<file path="src/rtl/csr_access_unit.sv">
// Read-modify-write sequencer for CSRRW/RS/RC and their immediate forms on the M-mode CSR port.
// Optional build macro CSR_RO_TRAP_EN: write attempts to the read-only CSR space (addr[11:10]==2'b11) become illegal.
module csr_access_unit #(
  parameter int XLEN   = 32,
  parameter int ADDR_W = 12
) (
  input  logic              ctrl_clk,
  input  logic              ctrl_reset,
  input  logic              req_valid,
  output logic              req_ready,
  input  logic [2:0]        req_funct3,
  input  logic [ADDR_W-1:0] req_addr,
  input  logic [4:0]        req_rs1_idx,
  input  logic [XLEN-1:0]   req_rs1_val,
  output logic              rsp_valid,
  input  logic              rsp_ready,
  output logic [XLEN-1:0]   rsp_rdata,
  output logic              rsp_illegal,
  output logic [ADDR_W-1:0] csr_addr,
  output logic [XLEN-1:0]   csr_wdata,
  output logic              csr_wen,
  input  logic [XLEN-1:0]   csr_rdata
);

  typedef enum logic [1:0] {IDLE, READ, WRITE, RESP} state_t;

  state_t            state_r;
  logic [1:0]        op_r;
  logic [XLEN-1:0]   src_r;
  logic [XLEN-1:0]   old_r;
  logic              writes_r;
  logic              ro_trap_r;

  logic [XLEN-1:0]   src_s;
  logic              implemented_s;
  logic              illegal_s;
  logic              writes_s;
  logic              ro_trap_s;
  logic [XLEN-1:0]   new_s;

  assign req_ready = (state_r == IDLE) && !ctrl_reset;

  // Decode the presented request: operand source, legality and write intent.
  always_comb begin
    src_s         = req_funct3[2] ? {{(XLEN-5){1'b0}}, req_rs1_idx} : req_rs1_val;
    implemented_s = 1'b0;
    case (req_addr)
      ADDR_W'(12'h300), ADDR_W'(12'h301), ADDR_W'(12'h304), ADDR_W'(12'h305),
      ADDR_W'(12'h340), ADDR_W'(12'h341), ADDR_W'(12'h342), ADDR_W'(12'h343),
      ADDR_W'(12'h344), ADDR_W'(12'hF14): implemented_s = 1'b1;
      default:                            implemented_s = 1'b0;
    endcase
    illegal_s = (req_funct3[1:0] == 2'b00) || !implemented_s;
    // Set/clear with rs1 (or zimm) index zero is a pure read and never writes.
    writes_s  = (req_funct3[1:0] == 2'b01) || (req_rs1_idx != 5'd0);
`ifdef CSR_RO_TRAP_EN
    ro_trap_s = writes_s && (req_addr[ADDR_W-1:ADDR_W-2] == 2'b11);
`else
    ro_trap_s = 1'b0;
`endif
  end

  // New CSR value from the value read this cycle and the latched operand.
  always_comb begin
    case (op_r)
      2'b01:   new_s = src_r;
      2'b10:   new_s = csr_rdata | src_r;
      2'b11:   new_s = csr_rdata & ~src_r;
      default: new_s = csr_rdata;
    endcase
  end

  // Sequencer state, request latches and all registered outputs.
  always_ff @(posedge ctrl_clk) begin
    if (ctrl_reset) begin
      state_r     <= IDLE;
      op_r        <= 2'b00;
      src_r       <= '0;
      old_r       <= '0;
      writes_r    <= 1'b0;
      ro_trap_r   <= 1'b0;
      rsp_valid   <= 1'b0;
      rsp_illegal <= 1'b0;
      rsp_rdata   <= '0;
      csr_addr    <= '0;
      csr_wdata   <= '0;
      csr_wen     <= 1'b0;
    end else begin
      csr_wen <= 1'b0;
      case (state_r)
        IDLE: begin
          if (req_valid) begin
            op_r      <= req_funct3[1:0];
            src_r     <= src_s;
            csr_addr  <= req_addr;
            writes_r  <= writes_s;
            ro_trap_r <= ro_trap_s;
            if (illegal_s) begin
              state_r     <= RESP;
              rsp_valid   <= 1'b1;
              rsp_illegal <= 1'b1;
              rsp_rdata   <= '0;
            end else begin
              state_r <= READ;
            end
          end
        end
        READ: begin
          old_r     <= csr_rdata;
          csr_wdata <= new_s;
          csr_wen   <= writes_r && !ro_trap_r;
          state_r   <= WRITE;
        end
        WRITE: begin
          state_r     <= RESP;
          rsp_valid   <= 1'b1;
          rsp_illegal <= ro_trap_r;
          rsp_rdata   <= ro_trap_r ? '0 : old_r;
        end
        RESP: begin
          if (rsp_ready) begin
            rsp_valid <= 1'b0;
            state_r   <= IDLE;
          end
        end
        default: state_r <= IDLE;
      endcase
    end
  end

endmodule
</file>
<file path="config.mk">
export PLATFORM = sky130hd
export DESIGN_NAME = csr_access_unit
export DESIGN_NICKNAME = d
export VERILOG_FILES = /design/src/rtl/csr_access_unit.sv
export SDC_FILE = /design/constraint.sdc
export NUM_CORES = 1
export LEC_CHECK = 0
export ABC_CLOCK_PERIOD_IN_PS = 2700
export CORE_ASPECT_RATIO = 0.9
export CORE_MARGIN = 2
export CORE_UTILIZATION = 34
export DETAILED_ROUTE_END_ITERATION = 16
export HOLD_SLACK_MARGIN = 0.03
export PLACE_DENSITY = 0.66
export SLEW_MARGIN = 40
export SYNTH_ARGS = -nofsm -noshare
export SYNTH_HDL_FRONTEND = slang
export SYNTH_SLANG_ARGS = --single-unit
</file>
<file path="constraint.sdc">
create_clock -name ctrl_clk -period 2.7 [get_ports ctrl_clk]
set_input_delay 0.27 -clock ctrl_clk [delete_from_list [all_inputs] [get_ports ctrl_clk]]
set_output_delay 0.27 -clock ctrl_clk [all_outputs]
set_load 0.01 [all_outputs]
</file>
Word level (Yosys, flattened, before mapping):

Index checks and enable logic that the tools add are counted.

* bits in registers: 148
* word-level logic and storage cells: 66

* muxes and demuxes: 15
* reductions and logical operators: 16
* eq/ne operators: 20
* bitwise logic cells: 4

Operators with widths (count)
* equality test 12 x 10 -> 1 bit, second input constant: 9
* 2-to-1 mux 32 bit: 3
* one-hot mux 32 bit (3 select lines): 1
* one-hot mux 32 bit (2 select lines): 1
* AND 32 bit: 1
* inverter 32 bit: 1
* bitwise OR 32 bit: 1
* equality test 12 bit, second input constant: 1
* OR reduction 10 bit: 1
* equality test 2 bit, second input constant: 4
* one-hot mux 2 bit (4 select lines): 1
* equality test 2 x 1 -> 1 bit, second input constant: 3
* 2-to-1 mux 2 bit: 3
* != test 2 bit, second input constant: 3
* nonzero test 5 bit: 1
* zero test 2 bit: 2
* 2-to-1 mux 1 bit: 4
* AND reduction 2 bit: 2
* AND reduction 4 bit: 1
* one-hot mux 1 bit (3 select lines): 1
* AND reduction 3 bit: 1
* nonzero test 3 bit: 1
* zero test 1 bit: 2
* logical OR 1 bit: 2
* other kinds (5): 5

Longest topological paths before layout:

* depth after elaboration: 8
* depth in mapped cells: 7
* gate-level depth less buffers: 6

Worst setup path after synthesis:

Ideal clock, no wire load.

* path kind: reg2reg
* from: register state_r[0]
* to: register rsp_rdata[0]
* stages on the path, launching flop included: 8
* clock period less this slack: 1.997 ns
* path slack: 0.703 ns
* path buffers: 1
* data arrival time: 1.859 ns
* cells stage by stage: dfxtp_1 inv_1 ha_1 nand4b_1 or4_4 o311ai_4 buf_6 o32ai_1

* word-level cells in the longest chain between the ends: 3

RTL lines
* start: declaration: RTL line 27 `state_t state_r;`
* start signal: assignment: RTL line 76 `state_r <= IDLE;`
* start signal: assignment: RTL line 99 `state_r <= RESP;`
* start signal: assignment: RTL line 104 `state_r <= READ;`
* equality test 2 bit / zero test 2 bit (equally long branches): RTL line 90 `case (state_r)`
* nonzero test 2 bit (no line) / != test 2 bit (equally long branches)
* AND reduction 3 bit (no line)
* end signal: assignment: RTL line 118 `rsp_rdata <= ro_trap_r ? '0 : old_r;`
* end: declaration: RTL line 17 `output logic [XLEN-1:0] rsp_rdata,`

Several ways; a longest one is shown, not always the timed one.
A chain may end at the register's enable or synchronous reset.

Worst setup path after layout:

* from: register state_r[1]
* to: output req_ready

* word-level cells in the longest chain between the ends: 2

RTL lines
* zero test 2 bit: RTL line 41 `assign req_ready = (state_r == IDLE) && !ctrl_reset;`
* logical AND 1 bit: RTL line 41
* end: declaration: RTL line 10 `output logic req_ready,`

No other way between the ends.

==> Flow_metrics.wiki <==
{| class="wikitable"
! Metric !! Value
|-
| Peak fanout along the critical path || 8
|-
| Result of the run || finished clean
|-
| CTS tree || built
|-
| Global-route wire length before repair || around 28000 um
|-
| Class of the tightest hold or removal check || in -> reg
|-
| Fraction of met1 tracks used by global routing || between 20% and 30%
|-
| Register Area || between 0.002 and 0.003 mm^2
|-
| Core area || around 0.019 mm^2
|-
| Critical path arrival || roughly 2.0 ns
|-
| Switching component of the power || 2.46 mW
|-
| Grt total ovfl || 0
|-
| Clock latency at the later pin of the worst-skew pair || approximately 0.42 ns
|-
| Max-slew violation total from the final report || 0
|-
| Post-DRT Antenna Nets || 0
|-
| GPL Wtd Cong || roughly 0.75
|-
| Count of unresolved DRC violations after routing || 0
|-
| Tmin final || around 2.3 ns
|-
| Quantity of I/O buffers inserted on ports || 167
|-
| Synth-to-Final Area Change || 39.0%
|-
| Met2 global-route usage || 28.2%
|-
| Post-CTS sizing || 0
|-
| Area of the multi-input gates || ~0.0030 mm^2
|-
| Fraction of the cycle the final worst path needs || around 85%
|-
| MaxCap Viol Count || 0
|-
| Total die area || between 0.02 and 0.025 mm^2
|-
| Total cell area at the placement stage || around 0.0083 mm^2
|-
| Avg Vias per Cell || roughly 4.8
|-
| Final count of hold timing violations || 0
|-
| Fraction of met3 tracks used by global routing || under 10%
|-
| Critical Path End Type || output pin
|-
| Vias after detailed routing || around 5500
|-
| Count of flip-flops with a built-in enable after synthesis || 0
|-
| Peak-usage layer in the global routing report || met2
|-
| Register clock-pin slew on the reported worst setup and hold paths || about 0.06 ns
|-
| Initial Utilization || about a third
|-
| Max-slew headroom at the worst pin || 48.9%
|-
| Pre-Repair DR Iteration Count || 4
|-
| Count of unique library cells instantiated by Yosys || 44
|-
| Part of the power in combinational logic || between 30% and 40%
|-
| Buffer depth of the longest clock path || 2
|-
| Peak ir drop on the vdd network || about 0.00046 V
|-
| Number of buffers inserted to repair setup after CTS || 0
|-
| Total clock buffers created by CTS || 17
|-
| Io pins || 168
|-
| Number of global-route vias before repair || about 5200
|-
| Final #Nets || just under 1000
|-
| Net Count, Synth || 840
|-
| Largest net degree at the start of global routing || 126
|-
| Transition at the pin with the smallest max-transition slack || between 0.7 and 0.8 ns
|-
| Unrepaired setup endpoints after global routing || no
|-
| Number of antenna violations at the first check in global routing || 0
|-
| Post-synth design cell area || between 0.006 and 0.007 mm^2
|-
| Internal power of the cells || 5.25 mW
|-
| Leak pwr || 3.12 nW
|-
| Net Sw Frac || a little under a third
|-
| Sequential power share || 35.5%
|-
| Critical path class || reg -> out
|-
| FF+latch count, synth || 148
|-
| Number of buffers inserted by hold repair at cts || 0
|-
| Average wire per standard cell || 15.5 um
|-
| Detailed Place HPWL || about 12000 um
|-
| Detailed Route WL || 17700 um
|-
| Row Count || 47
|-
| Die outline height || 135 um
|-
| Total power divided by cell area || 860 mW/mm^2
|-
| Synthesized instance count || 747
|-
| Post-synthesis sequential area ratio || between 40% and 50%
|-
| Proportion of layout cells with a drive suffix above 1 || under 10%
|-
| ANT cells || 0
|-
| Fmax || ~0.44 GHz
|-
| Critical Path RT || about 2.4 ns
|-
| H-tree levels || 4
|-
| Critical Path Start Type || flip-flop
|-
| Chip Width || around 150 um
|-
| Starting DRT DRC Count || between 200 and 300
|-
| Ys async rst share || 0%
|-
| Mean area per synthesized cell || between 8 and 9 um^2
|-
| Clock sink total || around 150
|-
| Post-route design area || approximately 0.0090 mm^2
|-
| Fill cells || between 1500 and 2000
|-
| Final worst clock skew || 0.00692 ns
|-
| Fraction of power consumed by the clock network || between 30% and 40%
|-
| Final total negative setup slack || 0 ns
|-
| Synth Flop Type || dfxtp_1
|-
| CTS Root Cell || clkbuf_16
|-
| Total global routing track utilization || between 15 and 20%
|-
| Count of warnings emitted by yosys || 0
|-
| Finish-stage setup viols || 0
|}
[registers in the layout (all words and copies together), names as in the netlist]
register,flops
src_r,32
rsp_valid,1
state_r,2
csr_wen,1
csr_addr,12
op_r,2
rsp_rdata,32
writes_r,1
old_r,32
rsp_illegal,1
csr_wdata,32
[layout make-up]
type                       instances  area share [%]
clock buffer                      20            4.98
clock inverter                    12            1.99
inverter                          69            2.89
multi-input combinational        472            33.3
sequential                       148            33.1
tap                              245            3.42
timing repair buffer             179            20.3
[power by group through the flow]
| stage | registers, mW | clock network (mW) | logic (mW) |
|---|---|---|---|
| 2_1_floorplan | 2.82 | 0 | 1.47 |
| 3_3_place_gp | 2.77 | 0 | 2.45 |
| 3_5_place_dp | 2.78 | 0 | 2.47 |
| 4_1_cts | 2.74 | 2.56 | 2.48 |
| 5_1_grt | 2.78 | 2.67 | 2.68 |
| 6_report | 2.74 | 2.52 | 2.45 |
[worst max-delay path, cell delays in order, from the launching register on]
cell and delay, ns:
dfxtp_1 0.34, inv_1 0.15, ha_1 0.34, nor2b_1 0.22, clkdlybuf4s50_1 0.56
[per-stage QoR]
stage | worst slack (ns) | total power [mW] | utilization [%] | std cells | hold slack (ns)
6_report | 0.408 | 7.71 | 48.4 | 1145 | 0.226
5_1_grt | 0.309 | 8.13 | 48.4 | 1145 | 0.223
4_1_cts | 0.366 | 7.79 | 48.4 | 1145 | 0.207
3_5_place_dp | 0.401 | 5.25 | 45.0 | 1113 | 0.448
3_3_place_gp | 0.429 | 5.22 | 45.0 | 1113 | 0.442
2_1_floorplan | 0.703 | 4.29 | - | 747 | 0.406
[cell usage after synthesis (3+ instances only)]
| library cell | number | area [um^2] |
|---|---|---|
| o21a_1 | 3 | 22.5 |
| clkbuf_1 | 47 | 176 |
| nor2_1 | 40 | 150 |
| a211oi_1 | 6 | 45.0 |
| buf_6 | 3 | 33.8 |
| nand2b_1 | 34 | 213 |
| ha_1 | 5 | 62.6 |
| a21o_1 | 32 | 240 |
| o32ai_1 | 32 | 280 |
| nand3b_1 | 27 | 203 |
| buf_1 | 3 | 11.3 |
| nand4b_1 | 3 | 26.3 |
| inv_1 | 69 | 259 |
| nor2b_1 | 3 | 18.8 |
| nand2_1 | 87 | 327 |
| buf_2 | 3 | 15.0 |
| a21oi_1 | 74 | 370 |
| nand3_1 | 32 | 160 |
| xnor2_1 | 31 | 272 |
| mux2i_1 | 37 | 370 |
| dfxtp_1 | 148 | 2960 |
[layout by cell type, fill, tap and decap left out, types with 31 or more instances in the layout]
cell type and instances:
clkdlybuf4s50_1 166, dfxtp_1 146, nand2_1 86, a21oi_1 74, inv_1 69, nor2_1 40, mux2i_1 37, nand2b_1 34
a21o_1 32, nand3_1 32, o32ai_1 32, xnor2_1 31
[metal layers]
layer / part of all wire [%] / vias to the layer above
met5: 0 / -
met4: 1.1 / 0
met3: 6.8 / 19
met2: 45 / 144
met1: 47 / 2548
li1: - / 2793
[worst paths after layout]
path	from	cells past startpoint	to	slack, ns
worst max-delay path	state_r[1]$_SDFFE_PP0P_	4	req_ready	0.41
worst min register to register	csr_addr[7]$_SDFFE_PP0P_	2	csr_addr[7]$_SDFFE_PP0P_	0.45
worst max register to register	state_r[1]$_SDFFE_PP0P_	7	rsp_rdata[12]$_SDFFE_PP0P_	0.42
worst min-delay path	ctrl_reset	2	csr_addr[1]$_SDFFE_PP0P_	0.23
[cells by family after synthesis]
family	share of synthesized area [%]
flip-flops	45.9
adder cells (fa/ha/maj)	0.970
AND/OR/NAND/NOR	18.7
buffers and inverters	7.99
XOR/XNOR	4.21
AO/OA/AOI/OAI	16.3
multiplexers	5.91
Power figures use the tool's default switching activity.
